File: src/rtl/fifo_wr_arbiter.sv
// fifo_wr_arbiter: round-robin burst arbiter feeding the write side of an async FIFO
//
// Parameters: NREQ (2..8) requesters, DATASIZE word width, BURST (1..16) max beats per grant.
// Ports:
//   wclk      write-domain clock, rising edge
//   wrst_n    asynchronous active-low reset
//   req       per-requester write request
//   wdata_in  flattened requester data, slice i*DATASIZE belongs to requester i
//   wfull     FIFO full flag
//   gnt       one-hot accept; the granted word is written this cycle
//   winc      FIFO write increment (|gnt)
//   wdata     selected word, zero when winc=0
//   locked    high while a burst owns the FIFO
//   stall_cnt saturating count of cycles with pending requests blocked by wfull
//             (present only when FIFO_WARB_STALL_CNT_EN is defined)
module fifo_wr_arbiter #(
    parameter int NREQ     = 4,
    parameter int DATASIZE = 8,
    parameter int BURST    = 4
) (
    input  logic                     wclk,
    input  logic                     wrst_n,
    input  logic [NREQ-1:0]          req,
    input  logic [NREQ*DATASIZE-1:0] wdata_in,
    input  logic                     wfull,
    output logic [NREQ-1:0]          gnt,
    output logic                     winc,
    output logic [DATASIZE-1:0]      wdata,
`ifdef FIFO_WARB_STALL_CNT_EN
    output logic                     locked,
    output logic [15:0]              stall_cnt
`else
    output logic                     locked
`endif
);
    localparam int PW = $clog2(NREQ);
    typedef enum logic {S_IDLE, S_BURST} state_t;
    state_t          state;
    logic [PW-1:0]   rr_ptr, owner, start, sel, cand, pick;
    logic [4:0]      beat, beat_nx;
    logic            found, hold_own, grant;
    function automatic logic [PW-1:0] nxt(input logic [PW-1:0] x);
        return (x == PW'(NREQ - 1)) ? '0 : x + 1'b1;
    endfunction
    // A burst whose owner dropped its request re-arbitrates from the owner's successor.
    assign start    = (state == S_BURST) ? nxt(owner) : rr_ptr;
    assign hold_own = (state == S_BURST) && req[owner];
    assign beat_nx  = beat + 5'd1;
    always_comb begin
        found = 1'b0;
        sel   = '0;
        cand  = '0;
        // Scan downwards so the candidate closest to start wins.
        for (int k = NREQ - 1; k >= 0; k--) begin
            cand = PW'((int'(start) + k) % NREQ);
            if (req[cand]) begin
                found = 1'b1;
                sel   = cand;
            end
        end
    end
    assign pick  = hold_own ? owner : sel;
    assign grant = wrst_n && !wfull && (hold_own || found);
    assign gnt   = grant ? (NREQ'(1) << pick) : '0;
    assign winc  = grant;
    assign locked = (state == S_BURST);
    always_comb begin
        wdata = '0;
        for (int k = 0; k < NREQ; k++)
            if (grant && pick == PW'(k)) wdata = wdata_in[k*DATASIZE +: DATASIZE];
    end
    always_ff @(posedge wclk or negedge wrst_n) begin
        if (!wrst_n) begin
            state  <= S_IDLE;
            rr_ptr <= '0;
            owner  <= '0;
            beat   <= '0;
        end else if (grant && hold_own) begin
            beat <= beat_nx;
            if (beat_nx == 5'(BURST)) begin
                state  <= S_IDLE;
                rr_ptr <= nxt(owner);
            end
        end else if (grant) begin
            owner <= sel;
            beat  <= 5'd1;
            if (BURST > 1) begin
                state <= S_BURST;
                if (state == S_BURST) rr_ptr <= nxt(owner);
            end else begin
                state  <= S_IDLE;
                rr_ptr <= nxt(sel);
            end
        end else if (state == S_BURST && !wfull && !req[owner]) begin
            // Owner left and nobody else is asking: close the burst.
            state  <= S_IDLE;
            rr_ptr <= nxt(owner);
        end
    end
`ifdef FIFO_WARB_STALL_CNT_EN
    always_ff @(posedge wclk or negedge wrst_n) begin
        if (!wrst_n) stall_cnt <= '0;
        else if (|req && wfull && stall_cnt != 16'hFFFF) stall_cnt <= stall_cnt + 16'd1;
    end
`endif
endmodule

File: config.mk
export PLATFORM = sky130hd
export DESIGN_NAME = fifo_wr_arbiter
export DESIGN_NICKNAME = d
export VERILOG_FILES = /design/src/rtl/fifo_wr_arbiter.sv
export SDC_FILE = /design/constraint.sdc
export NUM_CORES = 1
export LEC_CHECK = 0
export CELL_PAD_IN_SITES_DETAIL_PLACEMENT = 1
export CELL_PAD_IN_SITES_GLOBAL_PLACEMENT = 1
export CORE_MARGIN = 5
export CORE_UTILIZATION = 32
export DETAILED_ROUTE_END_ITERATION = 7
export PLACE_DENSITY_LB_ADDON = 0.1
export SETUP_SLACK_MARGIN = 0.15
export SYNTH_ARGS = -nofsm -noshare
export SYNTH_HDL_FRONTEND = slang
export SYNTH_SLANG_ARGS = --single-unit
File: constraint.sdc
create_clock -name wclk -period 3.9 [get_ports wclk]
set_clock_uncertainty 0.15 [all_clocks]
set_input_delay 0.975 -clock wclk [delete_from_list [all_inputs] [get_ports wclk]]
set_output_delay 0.975 -clock wclk [all_outputs]
set_load 0.005 [all_outputs]
==> flow_summary.ini <==
[logic_synthesis]
synth_ff_type = dfrtp_1
synth_area_um2 = 1560
synth_fp_nets = 253
synth_area_leader_cell = dfrtp_1
avgSynthCellArea_um2 = 7.34
synthTopCellsByCount = 46 x nand2_1, 12 x nand3_1, 11 x a21oi_1
synth_area_leaders = dfrtp_1 16%, nand2_1 11%, mux2i_1 5.8%, a31o_1 4.5%, o311ai_1 4.5%
ys_seq_elements = 10
netlist.area_leader.share_pct = 16.1
syn_inst = 212
synth_edf_count = 0
ys_seq_area_share_pct = 16.1
synth.distinct_cells = 47
async_flop_share_pct = 100
yosys_warnings = 0
yosysMostFrequentCell = nand2_1

[job]
maxCapViolCount = 0

[timing]
finalSetupTns_ps = -47.2
slew_violations = 0
period_share_pct = 101
setup_viol = 1
min_period_ps = 3950
fin_ws_ps = -47.2
fmax_mhz = 253
rsz0062_at_grt = yes
relSlewSlack_pct = 73.4
worstMarginPinSlew_ps = 398
hold_violations = 0

[grt]
grt_pass1_wl_um = 11500
grt_overflow_total = 0
grt_max_degree = 36
grt_pass1_vias = 2210
antenna_found_initial = 0
grt_use_total_pct = 23.1

[placement]
hpwl_um = 4270
dp_slack_ps = -740
placed_cell_area_um2 = 2380
place.gp.congestion = 0.774
port-buffer-count = 52

[cells_and_area]
fin_area_um2 = 2940
antenna_cells = 0
final_util_pct = 62.2
drive_above_1_share_pct = 35.3
area_growth_pct = 89.0
num-nets-final = 354

[cts]
cts_hold_buf = 0
clockRootBuffer = clkbuf_8
insertion_delay_ps = 240
cts_sinks = 10
cts_tree = done
clockBufferDepth = 2
clk_pin_slew_ps = 40
cts_buffers = 3
cts_max_level = 1

[status]
status = finished, violations left
violations = negative setup slack

[route]
final_antenna_net_count = 0
drt_drc_violations_left = 0
wl_um = 7780
dr.pass1.iters = 4
drt_iter0_drc = 119
via_count = 2114
via_per_inst = 5.58
avgRoutedWirePerCell_um = 20.5

[worst_setup_path]
crit_path_end_kind = output pin
path_common_cell = buf_6
critPathRequiredTime_ps = 2770
crit_chain = buf_8 > buf_6 > mux2_4 > nand2_4 > o2111a_2 > buf_6 > buf_6 > buf_16 > o32ai_4 > o311ai_1 > nand2_1 > buf_2
critPathMaxStageDelay_ps = 310
path_class = in2out
crit_arrival_ps = 2820
startpoint_type = input pin
crit_fanout = 4
slowest_stage = o311ai_1

[floorplanning]
initial_core_util_pct = 32.9
die_w_um = 79.7
rows = 25
pin_count = 53
core-area_um2 = 4720
dieArea_um2 = 6350
die_y_um = 79.7

[power]
peakVddDrop_v = 0.000364
p_leak_nw = 1.34
power_density_nw_per_um2 = 771

[min_path]
hp-class = reg2reg
[worst max-delay path, delay by kind of cell]
family,cells,cell delay (ps)
mux,1,290
buf+inv,6,710
simple gates,2,220
compound gates,3,630
[layout by cell type, fill, tap and decap left out, types with 4 or more instances in the layout]
master	count
nor2b_1	8
buf_2	13
inv_1	9
nand2_1	44
a21oi_1	11
and3_1	8
o32ai_2	4
a21o_1	9
buf_12	7
a31o_1	8
nand3_1	12
clkbuf_8	4
buf_6	19
mux2i_1	7
nor2_1	4
o21ai_0	8
buf_16	4
buf_4	32
clkdlybuf4s50_1	35
dfrtp_1	10
o311ai_1	6
[path summary, 6_finish.rpt]
| check | startpoint | to | slack (ps) | cells after the start |
|---|---|---|---|---|
| worst max-delay path | req[0] | wdata[7] | -50 | 12 |
| max in group asynchronous | wrst_n | beat[0]$_DFFE_PN0P_ | 2510 | 2 |
| worst min register to register | beat[1]$_DFFE_PN0P_ | beat[1]$_DFFE_PN0P_ | 370 | 2 |
| min in group asynchronous | wrst_n | rr_ptr[1]$_DFFE_PN0P_ | 940 | 2 |
| worst min-delay path | beat[1]$_DFFE_PN0P_ | beat[1]$_DFFE_PN0P_ | 370 | 2 |
| worst max register to register | owner[0]$_DFFE_PN0P_ | owner[0]$_DFFE_PN0P_ | 1620 | 9 |
[state kept, by name, summed over array words and instances (netlist names)]
name,flops
owner,2
beat,5
locked,1
rr_ptr,2
[cell families (layout without fill, tap and decap cells)]
group,after synthesis,after routing,share of synthesized area [%]
AND/OR/NAND/NOR,91,91,28.3
AO/OA/AOI/OAI,67,67,34.6
buffers and inverters,27,127,8.53
multiplexers,15,15,10.9
flip-flops,10,10,16.1
adder cells (fa/ha/maj),2,2,1.61
[stage by stage]
step / hold WS [ps] / total power [mW] / std cells
2_1_floorplan: 315 / 0.903 / 212
3_3_place_gp: 339 / 1.43 / 348
3_5_place_dp: 356 / 1.46 / 348
4_1_cts: 367 / 2.07 / 376
5_1_grt: 401 / 2.39 / 379
6_report: 372 / 2.27 / 379
[per-layer routing]
metal	wire, um	vias up	global-route usage [%]
li1	-	998	-
met5	0	-	0
met2	3660	78	37.6
met4	133	0	4.47
met3	402	11	2.93
met1	3590	1027	32.4
[cell type report]
cell class	instances	area, um^2
fill	547	1780
multi-input combinational	175	1350
timing repair buffer	113	1160
sequential	10	250
tap	67	83.8
clock buffer	4	55.1
inverter	10	37.5
[repair_timing]
action,4_1_cts,5_1_grt
gates cloned,5,0
buffers inserted,19,3
resized for setup,105,17
pin swaps,21,12
setup endpoints to repair,13,13
[power by group]
| part | switching [mW] | internal (mW) | total [mW] |
|---|---|---|---|
| combinational | 0.901 | 1.04 | 1.94 |
| clock | 0.0411 | 0.0888 | 0.130 |
| sequential | 0.0487 | 0.143 | 0.192 |
(Power assumes the default switching activity.)
